<file path="src/rtl/bmp_draw_sched_if.sv">
// Requester, engine and status signals of the bitmap draw scheduler.
// The scheduler takes the slave modport; requesters/engine side takes master.
interface bmp_draw_sched_if;
  logic       req0_valid;
  logic       req0_ready;
  logic [1:0] req0_op;
  logic [5:0] req0_indx;
  logic [9:0] req0_x;
  logic [8:0] req0_y;

  logic       req1_valid;
  logic       req1_ready;
  logic [1:0] req1_op;
  logic [5:0] req1_indx;
  logic [9:0] req1_x;
  logic [8:0] req1_y;

  logic       eng_idle;
  logic       add_img;
  logic       rem_img;
  logic       add_fnt;
  logic [4:0] image_indx;
  logic [5:0] fnt_indx;
  logic [9:0] xloc;
  logic [8:0] yloc;
  logic       busy;
  logic [4:0] cmd_cnt;

  modport master (
    output req0_valid, req0_op, req0_indx, req0_x, req0_y,
    output req1_valid, req1_op, req1_indx, req1_x, req1_y,
    output eng_idle,
    input  req0_ready, req1_ready,
    input  add_img, rem_img, add_fnt, image_indx, fnt_indx, xloc, yloc,
    input  busy, cmd_cnt
  );

  modport slave (
    input  req0_valid, req0_op, req0_indx, req0_x, req0_y,
    input  req1_valid, req1_op, req1_indx, req1_x, req1_y,
    input  eng_idle,
    output req0_ready, req1_ready,
    output add_img, rem_img, add_fnt, image_indx, fnt_indx, xloc, yloc,
    output busy, cmd_cnt
  );
endinterface

</file>
<file path="src/rtl/bmp_draw_sched.sv">
// Round-robin command scheduler for the bitmap placement engine: two requesters
// feed a FIFO that is issued one command at a time as launch strobes.
module bmp_draw_sched #(
  parameter int DEPTH = 4
) (
  input  logic             clk,
  input  logic             rst_n,
  bmp_draw_sched_if.slave  bus
);

  localparam int AW = (DEPTH > 1) ? $clog2(DEPTH) : 1;
  localparam logic [4:0] DEPTH_CNT = 5'(DEPTH);

  localparam logic [1:0] IDLE   = 2'd0;
  localparam logic [1:0] ISSUE  = 2'd1;
  localparam logic [1:0] SETTLE = 2'd2;
  localparam logic [1:0] WAIT   = 2'd3;

  logic [1:0]    state;
  logic          last1;
  logic [26:0]   mem [DEPTH];
  logic [AW-1:0] wr_ptr;
  logic [AW-1:0] rd_ptr;
  logic [4:0]    cnt;

  logic          full;
  logic          empty;
  logic          grant0;
  logic          grant1;
  logic          acc0;
  logic          acc1;
  logic          enq;
  logic          deq;
  logic [26:0]   wdata;
  logic [26:0]   rdata;

  logic          add_img_q;
  logic          rem_img_q;
  logic          add_fnt_q;
  logic [4:0]    image_indx_q;
  logic [5:0]    fnt_indx_q;
  logic [9:0]    xloc_q;
  logic [8:0]    yloc_q;

  // last1 set means requester 1 was accepted last, so requester 0 wins a tie
  always_comb begin
    full   = (cnt == DEPTH_CNT);
    empty  = (cnt == 5'd0);
    grant0 = bus.req0_valid & (~bus.req1_valid | last1);
    grant1 = bus.req1_valid & (~bus.req0_valid | ~last1);
    acc0   = grant0 & ~full;
    acc1   = grant1 & ~full;
    wdata  = acc1 ? {bus.req1_op, bus.req1_indx, bus.req1_x, bus.req1_y}
                  : {bus.req0_op, bus.req0_indx, bus.req0_x, bus.req0_y};
    // reserved op is handshaken but never stored
    enq    = (acc0 & (bus.req0_op != 2'b11)) | (acc1 & (bus.req1_op != 2'b11));
    deq    = (state == IDLE) & ~empty & bus.eng_idle;
    rdata  = mem[rd_ptr];
  end

  assign bus.req0_ready = acc0;
  assign bus.req1_ready = acc1;
  assign bus.add_img    = add_img_q;
  assign bus.rem_img    = rem_img_q;
  assign bus.add_fnt    = add_fnt_q;
  assign bus.image_indx = image_indx_q;
  assign bus.fnt_indx   = fnt_indx_q;
  assign bus.xloc       = xloc_q;
  assign bus.yloc       = yloc_q;
  assign bus.cmd_cnt    = cnt;
  assign bus.busy       = (state != IDLE) | ~empty;

  always_ff @(posedge clk or negedge rst_n) begin
    if (!rst_n) begin
      last1 <= 1'b1;
    end else if (acc0 | acc1) begin
      last1 <= acc1;
    end
  end

  always_ff @(posedge clk) begin
    if (enq) begin
      mem[wr_ptr] <= wdata;
    end
  end

  always_ff @(posedge clk or negedge rst_n) begin
    if (!rst_n) begin
      wr_ptr <= '0;
      rd_ptr <= '0;
      cnt    <= '0;
    end else begin
      if (enq) wr_ptr <= wr_ptr + AW'(1);
      if (deq) rd_ptr <= rd_ptr + AW'(1);
      case ({enq, deq})
        2'b10:   cnt <= cnt + 5'd1;
        2'b01:   cnt <= cnt - 5'd1;
        default: cnt <= cnt;
      endcase
    end
  end

  // Strobes are loaded at the dequeue edge so they are high only during ISSUE
  always_ff @(posedge clk or negedge rst_n) begin
    if (!rst_n) begin
      state        <= IDLE;
      add_img_q    <= 1'b0;
      rem_img_q    <= 1'b0;
      add_fnt_q    <= 1'b0;
      image_indx_q <= '0;
      fnt_indx_q   <= '0;
      xloc_q       <= '0;
      yloc_q       <= '0;
    end else begin
      add_img_q <= 1'b0;
      rem_img_q <= 1'b0;
      add_fnt_q <= 1'b0;
      case (state)
        IDLE: begin
          if (deq) begin
            state        <= ISSUE;
            add_img_q    <= (rdata[26:25] == 2'b00);
            rem_img_q    <= (rdata[26:25] == 2'b01);
            add_fnt_q    <= (rdata[26:25] == 2'b10);
            image_indx_q <= rdata[23:19];
            fnt_indx_q   <= rdata[24:19];
            xloc_q       <= rdata[18:9];
            yloc_q       <= rdata[8:0];
          end
        end
        ISSUE:   state <= SETTLE;
        SETTLE:  state <= WAIT;
        WAIT:    if (bus.eng_idle) state <= IDLE;
        default: state <= IDLE;
      endcase
    end
  end

endmodule

</file>
<file path="src/flat_wrapper.sv">
// flat-port wrapper written by rule: the top's interface ports become plain ports
module bmp_draw_sched_flat 
#(
  parameter int DEPTH = 4
)
  (clk, rst_n, bus_req0_valid, bus_req0_op, bus_req0_indx, bus_req0_x, bus_req0_y, bus_req1_valid, bus_req1_op, bus_req1_indx, bus_req1_x, bus_req1_y, bus_eng_idle, bus_req0_ready, bus_req1_ready, bus_add_img, bus_rem_img, bus_add_fnt, bus_image_indx, bus_fnt_indx, bus_xloc, bus_yloc, bus_busy, bus_cmd_cnt);
  bmp_draw_sched_if bus_i ();
  input  logic clk;
  input  logic rst_n;
  input wire logic [$bits(bus_i.req0_valid)-1:0] bus_req0_valid;
  input wire logic [$bits(bus_i.req0_op)-1:0] bus_req0_op;
  input wire logic [$bits(bus_i.req0_indx)-1:0] bus_req0_indx;
  input wire logic [$bits(bus_i.req0_x)-1:0] bus_req0_x;
  input wire logic [$bits(bus_i.req0_y)-1:0] bus_req0_y;
  input wire logic [$bits(bus_i.req1_valid)-1:0] bus_req1_valid;
  input wire logic [$bits(bus_i.req1_op)-1:0] bus_req1_op;
  input wire logic [$bits(bus_i.req1_indx)-1:0] bus_req1_indx;
  input wire logic [$bits(bus_i.req1_x)-1:0] bus_req1_x;
  input wire logic [$bits(bus_i.req1_y)-1:0] bus_req1_y;
  input wire logic [$bits(bus_i.eng_idle)-1:0] bus_eng_idle;
  output wire logic [$bits(bus_i.req0_ready)-1:0] bus_req0_ready;
  output wire logic [$bits(bus_i.req1_ready)-1:0] bus_req1_ready;
  output wire logic [$bits(bus_i.add_img)-1:0] bus_add_img;
  output wire logic [$bits(bus_i.rem_img)-1:0] bus_rem_img;
  output wire logic [$bits(bus_i.add_fnt)-1:0] bus_add_fnt;
  output wire logic [$bits(bus_i.image_indx)-1:0] bus_image_indx;
  output wire logic [$bits(bus_i.fnt_indx)-1:0] bus_fnt_indx;
  output wire logic [$bits(bus_i.xloc)-1:0] bus_xloc;
  output wire logic [$bits(bus_i.yloc)-1:0] bus_yloc;
  output wire logic [$bits(bus_i.busy)-1:0] bus_busy;
  output wire logic [$bits(bus_i.cmd_cnt)-1:0] bus_cmd_cnt;
  assign bus_i.req0_valid = bus_req0_valid;
  assign bus_i.req0_op = bus_req0_op;
  assign bus_i.req0_indx = bus_req0_indx;
  assign bus_i.req0_x = bus_req0_x;
  assign bus_i.req0_y = bus_req0_y;
  assign bus_i.req1_valid = bus_req1_valid;
  assign bus_i.req1_op = bus_req1_op;
  assign bus_i.req1_indx = bus_req1_indx;
  assign bus_i.req1_x = bus_req1_x;
  assign bus_i.req1_y = bus_req1_y;
  assign bus_i.eng_idle = bus_eng_idle;
  assign bus_req0_ready = bus_i.req0_ready;
  assign bus_req1_ready = bus_i.req1_ready;
  assign bus_add_img = bus_i.add_img;
  assign bus_rem_img = bus_i.rem_img;
  assign bus_add_fnt = bus_i.add_fnt;
  assign bus_image_indx = bus_i.image_indx;
  assign bus_fnt_indx = bus_i.fnt_indx;
  assign bus_xloc = bus_i.xloc;
  assign bus_yloc = bus_i.yloc;
  assign bus_busy = bus_i.busy;
  assign bus_cmd_cnt = bus_i.cmd_cnt;
  bmp_draw_sched #(.DEPTH(DEPTH)) u_core (.clk(clk), .rst_n(rst_n), .bus(bus_i));
endmodule
</file>
<file path="config.mk">
export PLATFORM = sky130hd
export DESIGN_NAME = bmp_draw_sched_flat
export DESIGN_NICKNAME = d
export VERILOG_FILES = /design/src/rtl/bmp_draw_sched_if.sv /design/src/rtl/bmp_draw_sched.sv /design/src/flat_wrapper.sv
export SDC_FILE = /design/constraint.sdc
export NUM_CORES = 1
export LEC_CHECK = 0
export CAP_MARGIN = 30
export CORE_MARGIN = 8
export CORE_UTILIZATION = 53
export DETAILED_ROUTE_END_ITERATION = 10
export PLACE_DENSITY_LB_ADDON = 0.2
export SLEW_MARGIN = 20
export SYNTH_ARGS = -nofsm -noshare
export SYNTH_HDL_FRONTEND = slang
export SYNTH_SLANG_ARGS = --single-unit
export TNS_END_PERCENT = 10
</file>
<file path="constraint.sdc">
create_clock -name clk -period 3.7 [get_ports clk]
set_clock_uncertainty 0.1 [all_clocks]
set_input_delay 0.555 -clock clk [delete_from_list [all_inputs] [get_ports clk]]
set_output_delay 0.555 -clock clk [all_outputs]
set_load 0.05 [all_outputs]
</file>
# ---- Word-level counts from Yosys, hierarchy flattened
# Memories as Yosys holds them, arrays and structs flattened.
# Index checks and enable logic that the tools add are counted.
dict set report classes {
  n_lt_le_gt_ge 0
  div_mod_pow 0
  n_reduce_logical 7
  multipliers 0
  bitwise 18
  shifts 0
  muxes 13
  add_sub_neg 4
  eq_ne 12
}
# operator n
set ops {}
lappend ops {{two-way mux 27 bit} 1}
lappend ops {{case mux 5 bit (2 select lines)} 1}
lappend ops {{bitwise AND 1 bit} 8}
lappend ops {{equality test 2 bit (second input constant)} 4}
lappend ops {{two-way mux 1 bit} 8}
lappend ops {{case mux 2 bit (4 select lines)} 1}
lappend ops {{equality test 2 x 1 -> 1 bit (second input constant)} 3}
lappend ops {{inequality test 2 bit (second input constant)} 3}
lappend ops {{adder 5 x 1 -> 5 bit (second input constant)} 1}
lappend ops {{equality test 5 x 3 -> 1 bit (second input constant)} 1}
lappend ops {{zero test 5 bit} 1}
lappend ops {{NOT 1 bit} 5}
lappend ops {{OR 1 bit} 5}
lappend ops {{subtractor 5 x 1 -> 5 bit (second input constant)} 1}
lappend ops {{adder 2 x 1 -> 2 bit (second input constant)} 2}
lappend ops {{zero test 2 bit} 2}
lappend ops {{two-way mux 2 bit} 2}
lappend ops {{AND reduction 2 bit} 2}
lappend ops {{nonzero test 2 bit} 2}
lappend ops {{inequality test 2 x 1 -> 1 bit (second input constant)} 1}
dict set report totals {
  mem_bits_rw 108
  latch_bits 0
  mem_bits_ro 0
  out_inout_bits 41
  mem_count 1
  ff_bits 45
  wordCells 67
}
# memory depth width rd rd_ports_with_merged_regs wr line
set memory_table {}
lappend memory_table {u_core.mem 4 27 1 0 1 bmp_draw_sched.sv:21} ;# logic [26:0] mem [DEPTH];

# ---- Depth between registers and ports, before layout
dict set report logic_depth {
  depth_word 8
  mapped_depth 14
}

# ---- Worst setup path after synthesis
# OpenSTA, ideal clock, no wires.
dict set report synth_timing {
  path_kind {register to register}
  start {register u_core.cnt[1] (netlist: u_core.bus.cmd_cnt[1])}
  end {register u_core.cnt[4] (netlist: u_core.bus.cmd_cnt[4])}
  path_stages_with_launch 15
  t_arrival_ps 2918
  period_less_slack_ps 3100
  n_path_buf 3
  setup_time_ps 82
  required_time_ps 3518
  slack_ps 600
  cell_sequence {dfrtp_1 -> buf_4 -> nor4_4 -> nand2_1 -> nand2_2 -> inv_2 -> buf_6 -> ha_1 -> clkbuf_1 -> xor2_1 -> ha_1 -> a21oi_1 -> or3_1 -> a31oi_1 -> xor2_1}
}
dict set report synth_via {
  elab_chain_cells 7
}
# item line
set synth_lines {}
lappend synth_lines {{start, declared} bmp_draw_sched.sv:24} ;# logic [4:0] cnt;
lappend synth_lines {{start signal, assigned} bmp_draw_sched.sv:96} ;# 2'b10: cnt <= cnt + 5'd1;
lappend synth_lines {{start signal, assigned} bmp_draw_sched.sv:97} ;# 2'b01: cnt <= cnt - 5'd1;
lappend synth_lines {{start signal, assigned} bmp_draw_sched.sv:98} ;# default: cnt <= cnt;
lappend synth_lines {{equality test 5 x 3 -> 1 bit} bmp_draw_sched.sv:47} ;# full = (cnt == DEPTH_CNT);
lappend synth_lines {{NOT 1 bit} {bmp_draw_sched.sv:51, bmp_draw_sched.sv:52}}
lappend synth_lines {{bitwise AND 1 bit (on tied branches)} {bmp_draw_sched.sv:51, bmp_draw_sched.sv:52}}
lappend synth_lines {{bitwise AND 1 bit} bmp_draw_sched.sv:56} ;# enq = (acc0 & (bus.req0_op != 2'b11)) | (acc1 & (bus.req1_op != 2'b11));
lappend synth_lines {{OR 1 bit} bmp_draw_sched.sv:56}
lappend synth_lines {{equality test 2 x 1 -> 1 bit / equality test 2 bit (equally long branches)} bmp_draw_sched.sv:95} ;# case ({enq, deq})
lappend synth_lines {{case mux 5 bit (2 select lines) / nonzero test 2 bit (equally long branches)} -}
# Several ways; a longest one is shown, not always the timed one.
# A chain may end at the register's enable or synchronous reset.

# ---- Worst setup path in the final report
dict set report layout_timing {
  start {input bus_req1_valid}
  end {register u_core.cnt[4] (netlist: u_core.bus.cmd_cnt[4])}
}
dict set report layout_via {
  elab_chain_cells 8
}
# item line
set layout_lines {}
lappend layout_lines {{start, declared} flat_wrapper.sv:15} ;# input wire logic [$bits(bus_i.req1_valid)-1:0] bus_req1_valid;
lappend layout_lines {{NOT 1 bit} bmp_draw_sched.sv:49} ;# grant0 = bus.req0_valid & (~bus.req1_valid | last1);
lappend layout_lines {{OR 1 bit} bmp_draw_sched.sv:49}
lappend layout_lines {{bitwise AND 1 bit} bmp_draw_sched.sv:49}
lappend layout_lines {{bitwise AND 1 bit} bmp_draw_sched.sv:51} ;# acc0 = grant0 & ~full;
lappend layout_lines {{bitwise AND 1 bit} bmp_draw_sched.sv:56}
lappend layout_lines {{OR 1 bit *} bmp_draw_sched.sv:56}
lappend layout_lines {{equality test 2 x 1 -> 1 bit / equality test 2 bit (equally long branches)} bmp_draw_sched.sv:95}
lappend layout_lines {{case mux 5 bit (2 select lines) / nonzero test 2 bit (equally long branches)} -}
# Mark *: on every way between the ends. The rest lies on a longest branch, timed or not.

==> metrics.cfg <==
[critical_path]
cp.depth = 12
arrival_ps = 3210
cpLargestDelayFamily = compound AO/OA/AOI/OAI gates
worstPathRequired_ps = 3930
worst-r2r-cell-count = 10
cp_slowest_cell = clkdlybuf4s50_1
critPathMaxStageDelay_ps = 510
startpoint_type = input pin
worstSetupPathType = input pin to flip-flop
cp-end-kind = flip-flop
crit_chain = clkdlybuf4s50_1, a21boi_0, a32oi_1, a21oi_1, inv_1, ha_1, xor2_1, ha_1, a21oi_1, or3_1, a31oi_1, xor2_1
path_max_fanout = 8
worstPathBufferInverterCount = 2

[placement]
portBuffers = 99
hpwlAfterDp_um = 7660
gp_congestion = 0.750

[routing]
route.met2.wl_um = 5930
wire_per_inst_um = 19.7
routed.top_layer = met4
ant_nets = 0
drc = 0
dr_wl_met3_um = 653
dr.pass1.iters = 4
wl_um = 11600
vias = 3198
wl_met1_um = 4870
viasPerCell = 5.44
first_iter_violations = 204

[global_routing]
grt_pass1_wl_um = 19200
overflow = 0
track_usage_pct = 15.9
grt_max_degree = 29
grt_pass1_vias = 3591
grt_antenna_before_repair = 0

[logic_synthesis]
synth_fa_ha_area_share_pct = 2.01
synthArstFlopShare_pct = 27.0
synth-compound-area-share_pct = 1.53
synthMuxAreaShare_pct = 21.0
avgSynthCellArea_um2 = 19.3
syn-num-nets = 391
syn_area_mm2 = 0.00623
ys.flop_type = edfxtp_1
synthCells = 322
synthSimpleGateAreaFrac_pct = 2.99
synth_edf_count = 108
synth_top_family_by_area = multiplexers
synth_warnings = 0
synth_xor_area_share_pct = 1.27
seq_area_frac_synth_pct = 68.2
ys_types = 41
ys_seq_elements = 148

[sta]
relSlewSlack_pct = 49.5
tns_ps = 0
fmax_ghz = 0.336
rsz0062_at_grt = no
finalCritPeriodShare_pct = 80.4
holdWs_ps = 43.7
tightest_slew_ps = 758
fin_crit_ps = 2980
final_max_slew_viol_count = 0
finalSetupViolCount = 0
hold_violations = 0

[power]
powerDensity_mw_per_mm2 = 889
p_leak_nw = 2.89
ir_drop_uv = 514

[clock_network]
post_cts_buffers = 0
cts.sinks = 148
cts-buffers-inserted = 17
hold_buffers = 0
clk_latency_ps = 410
cts_tree = built
cts.path.max_buffers = 2
clockRootBuffer = clkbuf_16
clk_transition_reported_paths_ps = 60
cts_resized = 0
htreeDepth = 4

[die]
dieArea_mm2 = 0.0155
row_count = 39
die_h_um = 124
ios = 100
coreArea_mm2 = 0.0115
die_w_um = 124
initial_core_util_pct = 54.3

[hold_path]
hold_path_class = input pin to asynchronous set/reset pin

[outcome]
status = complete, no violations

[layout]
finalNetCount = 501
insertedDiodeCount = 0
syn2layout_area_growth_pct = 27.4
drive_above_1_share_pct = 29.4

[run]
cap_violations = 0

## layer usage
layer,up-vias,GRT usage (%)
met3,12,5.45
met1,1626,19.0
met4,0,5.32
li1,1468,-
met5,-,0
met2,92,26.4
## cells by family after synthesis
logic type | Yosys count
xor+xnor | 9
buf+inv | 27
flops | 148
fa+ha+maj | 10
simple gates | 29
mux | 83
compound gates | 16
## layout by cell type, fill, tap and decap left out, drive strengths merged, types with 2 or more instances in the layout
cell,instances
nand3,2
mux4,27
buf,13
clkinvlp,2
and2,6
dfrtp,39
nor4b,2
edfxtp,108
xor2,5
clkdlybuf4s50,97
a31oi,2
a21oi,8
nor3b,2
nand2,7
mux2,55
bufinv,3
inv,8
o21ai,2
ha,10
xnor2,4
clkinv,5
nor2,2
nand2b,2
clkbuf,22
## cell usage after synthesis (2+ instances only)
master,count,share of area (%)
o21ai_0,2,0.16
mux2_4,19,4.6
dfrtp_1,39,16
nor2_1,2,0.12
clkbuf_1,2,0.12
buf_4,7,0.84
ha_1,10,2.0
nand2_1,5,0.30
buf_12,2,0.64
nand2_2,2,0.20
inv_1,7,0.42
buf_2,3,0.24
nor3b_1,2,0.24
a21oi_1,8,0.64
nor4b_1,2,0.28
buf_6,3,0.54
mux2_2,36,6.5
nand2b_1,2,0.20
xnor2_1,4,0.56
nand3_1,2,0.16
a31oi_1,2,0.20
and2_1,5,0.50
xor2_1,5,0.70
edfxtp_1,108,52
mux4_2,27,9.8
## area by class of cell
class | instances | area, µm²
clock buffer | 22 | 444
inverter | 8 | 30.0
multi-input combinational | 147 | 1800
clock inverter | 10 | 135
sequential | 148 | 4250
fill | 746 | 3530
timing repair buffer | 110 | 1100
tap | 143 | 179
## power breakdown
| part | total, mW | switching, mW | internal [mW] |
|---|---|---|---|
| Clock | 1.68 | 0.624 | 1.06 |
| Combinational | 2.71 | 1.53 | 1.18 |
| Sequential | 2.66 | 0.290 | 2.37 |
## path summary, 6_finish.rpt
check | to | from | slack, ps
setup reg to reg | u_core.bus.cmd_cnt[4] | u_core.bus.cmd_cnt[3] | 910
setup / recovery | u_core.bus.cmd_cnt[4] | bus_req1_valid | 720
max in group asynchronous | u_core.last1 | rst_n | 2870
min in group clk | u_core.bus.yloc[5] | u_core.bus.yloc[5] | 410
hold reg to reg | u_core.bus.yloc[5] | u_core.bus.yloc[5] | 410
hold / removal | u_core.bus.xloc[7] | rst_n | 40
## metrics by stage
step / instances / area [µm²] / setup WS [ps] / total power [mW] / util (%)
detailed placement: 556 / 7350 / 323 / 5.45 / 64.1
global placement: 554 / 7310 / 489 / 5.34 / 63.7
finish: 588 / 7930 / 725 / 7.05 / 69.2
global route: 588 / 7930 / 449 / 7.40 / 69.2
CTS: 588 / 7930 / 738 / 7.15 / 69.2
floorplan: 322 / 6230 / 600 / 4.62 / -
## state kept, by name (all words and copies together) (netlist names)
name / count
u_core.mem: 108
u_core.bus.xloc: 10
u_core.bus.yloc: 9
u_core.bus.fnt_indx: 6
u_core.bus.cmd_cnt: 5
u_core.rd_ptr: 2
u_core.state: 2
u_core.wr_ptr: 2
u_core.bus.add_fnt: 1
u_core.bus.add_img: 1
u_core.bus.rem_img: 1
u_core.last1: 1
Note: power is estimated with default switching activity, not from simulation.
==> variant 1, RTL diff (same settings) <==
`DEPTH` is set to 4 in 2 places; all go to 2.
--- a/src/rtl/bmp_draw_sched.sv
+++ b/src/rtl/bmp_draw_sched.sv
@@ -1,7 +1,7 @@
 // Round-robin command scheduler for the bitmap placement engine: two requesters
 // feed a FIFO that is issued one command at a time as launch strobes.
 module bmp_draw_sched #(
-  parameter int DEPTH = 4
+  parameter int DEPTH = 2
 ) (
   input  logic             clk,
   input  logic             rst_n,
--- a/src/flat_wrapper.sv
+++ b/src/flat_wrapper.sv
@@ -1,7 +1,7 @@
 // flat-port wrapper written by rule: the top's interface ports become plain ports
 module bmp_draw_sched_flat 
 #(
-  parameter int DEPTH = 4
+  parameter int DEPTH = 2
 )
   (clk, rst_n, bus_req0_valid, bus_req0_op, bus_req0_indx, bus_req0_x, bus_req0_y, bus_req1_valid, bus_req1_op, bus_req1_indx, bus_req1_x, bus_req1_y, bus_eng_idle, bus_req0_ready, bus_req1_ready, bus_add_img, bus_rem_img, bus_add_fnt, bus_image_indx, bus_fnt_indx, bus_xloc, bus_yloc, bus_busy, bus_cmd_cnt);
   bmp_draw_sched_if bus_i ();
Function: changed (Yosys sat finds a counterexample within 4 cycles, from zero or initial values and one cycle with rst_n low).
==> variant 1 against the original RTL <==
Sequential cell count is 56 lower. Wire length is 29% lower. Sequential power is 33% lower. Area after synthesis is 34% lower. Setup slack worse by 160 ps. Synthesized cell count is 6.5% lower. Largest power group unchanged. Sequential share of layout area is 5.3 points lower. Total power is 37% lower. Cell area is 33% lower.
==> variant 1: results (changes against the original RTL) <==
metric	value	unit	change
worst hold path type	flip-flop to flip-flop		
M3 GR Usage	0.0465		-0.00800
Placed Cells	484		-13%
leading cell types by count after synthesis	edfxtp_1 (54), dfrtp_1 (37), nand2_1 (32)		
worst r2r src	u_core.bus.cmd_cnt[2]		
Place WS	239	ps	-84.2 ps
clock slew seen by the registers of the worst setup and hold paths	90	ps	+30 ps
wl on met1	3520	um	-28%
Initial DRC Count	86		-58%
Area contributors post-synth	edfxtp_1 (40%), dfrtp_1 (23%), mux2_2 (8.0%)		
placed cell areas	5110	um2	-31%
metal2 WL	4110	um	-31%
async set-reset flop share out of synthesis	0.413		+0.143
fmax	319	MHz	-5.2%
GR Util met2	0.260		-0.00400
max reg flops	54		-50%
WL/cell	16.4	um	-17%
R2R setup slack	600	ps	-310 ps
placed wire-length estimate	5720	um	-25%
Total Nets Final	460		-8.2%
cell depth of the worst flop-to-flop path	9		-1
share of layout cells above drive strength 1	0.158		-0.137
Worst-Margin Slew	854	ps	+95.6 ps
Root Buffer	clkbuf_8		
routed vias/inst	5.29		-2.7%
CP peak stage delay	540	ps	+30 ps
met1 Use GR	0.187		-0.00293
Max H-tree Level	3		-1
Post-Synthesis Cells	301		-6.5%
Yosys cell types	47		+15%
critical path arrival	3320	ps	+110 ps
Seq/Total Area, Yosys	0.630		-0.0521
RePlAce Congestion	0.861		+15%
Leak	2.09	nW	-28%
Peak VDD IR	0.000446	V	-13%
top cell family by delay on the critical path	simple AND/OR/NAND/NOR gates		
final std cells w/o fill	502		-15%
Filler cells	548		-27%
number of buffers created by CTS	9		-8
global-route wire length before repair	13700	um	-29%
outcome	completed		
Worst-Skew Late Latency	350	ps	-60 ps
[variant 1: final cells by class]
class	count	area, um2	area share
Timing Repair Buffer	106	1050	0.197
Clock buffer	9	124	0.0232
Inverter	6	22.5	0.00422
Clock inverter	7	78.8	0.0148
Sequential cell	92	2570	0.482
Multi-Input combinational cell	180	1360	0.255
Tap cell	102	128	0.0239
[variant 1: kinds of logic (layout without fill, tap and decap cells)]
| family | Yosys count | count (layout) | synth area share |
|---|---|---|---|
| XOR/XNOR | 6 | 6 | 0.0129 |
| AND/OR/NAND/NOR | 66 | 66 | 0.0833 |
| buffers and inverters | 29 | 128 | 0.0395 |
| flip-flops | 92 | 92 | 0.630 |
| adder cells (fa/ha/maj) | 6 | 6 | 0.0184 |
| multiplexers | 54 | 54 | 0.141 |
| AO/OA/AOI/OAI | 48 | 48 | 0.0753 |
[variant 1: power breakdown]
part / internal, mW / switching [mW]
Combinational: 0.751 / 1.20
Sequential: 1.48 / 0.291
Clock: 0.322 / 0.368
==> variant 2, RTL diff (config.mk and constraints unchanged) <==
Made on the original files. Compare `cnt` against `DEPTH_CNT` with >= in place of ==.
--- a/src/rtl/bmp_draw_sched.sv
+++ b/src/rtl/bmp_draw_sched.sv
@@ -44,7 +44,7 @@
 
   // last1 set means requester 1 was accepted last, so requester 0 wins a tie
   always_comb begin
-    full   = (cnt == DEPTH_CNT);
+    full   = (cnt >= DEPTH_CNT);
     empty  = (cnt == 5'd0);
     grant0 = bus.req0_valid & (~bus.req1_valid | last1);
     grant1 = bus.req1_valid & (~bus.req0_valid | ~last1);
Behaviour: no difference found for any inputs over 4 cycles, from zero or initial values and one cycle with rst_n low; that may be too few to reach the edited logic, so the function may still have changed.
==> variant 2 against the original RTL <==
Largest power group unchanged. Count of clock-buffer cells in the layout decreased by 4. Critical path depth decreased by 1. Wire length increased by 9.2%. Combinational power decreased by 6%. Cell area increased by 0.50%. Largest cell class unchanged. Area after synthesis increased by 0.44%. Die area increased by 0.39%. Sequential cell count unchanged. Total power decreased by 6.9%. Setup slack got worse by 38 ps.
==> variant 2: results (changes against the original RTL) <==
metric	value	unit	change
critical path arrival	3250	ps	+40 ps
outcome	completed		
post-synthesis xor/xnor area fraction	0.0112		-0.00146
largest net degree at the start of global routing	41		+41%
Place WS	352	ps	+28.2 ps
Peak VDD IR	0.000536	V	+4.2%
Synth Area in Adders	0.0220		+0.00191
GR Util met2	0.294		+0.0299
Seq/Total Area, Yosys	0.679		-0.00300
placed wire-length estimate	8260	um	+7.8%
global-route wire length before repair	20300	um	+5.9%
share of layout cells above drive strength 1	0.196		-0.0988
drt total wl	12600	um	+9.2%
TritonRoute pass-1 iters	6		+2
GR Util All Layers	0.166		+0.00734
RePlAce Congestion	0.765		+2.0%
M3 GR Usage	0.0421		-0.0123
top cell family by delay on the critical path	simple AND/OR/NAND/NOR gates		
worst hold path type	flip-flop to flip-flop		
worst r2r src	u_core.bus.cmd_cnt[2]		
Total Nets Final	558		+11%
met1 Use GR	0.187		-0.00311
Yosys cell types	42		+2.4%
Leak	3.00	nW	+3.6%
syn nets	451		+15%
max_slew headroom	0.386		-0.109
R2R setup slack	690	ps	-220 ps
Initial DRC Count	186		-8.8%
cell depth of the worst flop-to-flop path	11		+1
CP Capture Type	flip-flop		
-- variant 2: through the flow --
step	instances	hold WS, ps	instance area, um2	total power, mW
2_1_floorplan	381	159	6250	4.21
3_3_place_gp	609	369	7340	4.85
3_5_place_dp	609	375	7340	4.93
4_1_cts	641	224	7920	6.59
5_1_grt	644	417	7970	6.86
6_report	644	384	7970	6.57
-- variant 2: power breakdown --
| part | leakage [nW] | switching [mW] | internal, mW |
|---|---|---|---|
| clock network | 0.268 | 0.702 | 0.946 |
| logic | 1.28 | 1.44 | 1.10 |
| registers | 1.45 | 0.256 | 2.12 |
-- variant 2: metal layers --
metal	part of all wire	wire [um]
met5	0	0
met4	0.017	213
met3	0.046	579
met2	0.53	6720
met1	0.41	5140
-- variant 2: area by class of cell --
class / count / area [um2]
clock inverter: 14 / 144
timing repair buffer: 111 / 1120
tap: 143 / 179
fill: 767 / 3490
sequential: 148 / 4250
multi-input combinational: 202 / 1820
clock buffer: 18 / 429
inverter: 8 / 30.0
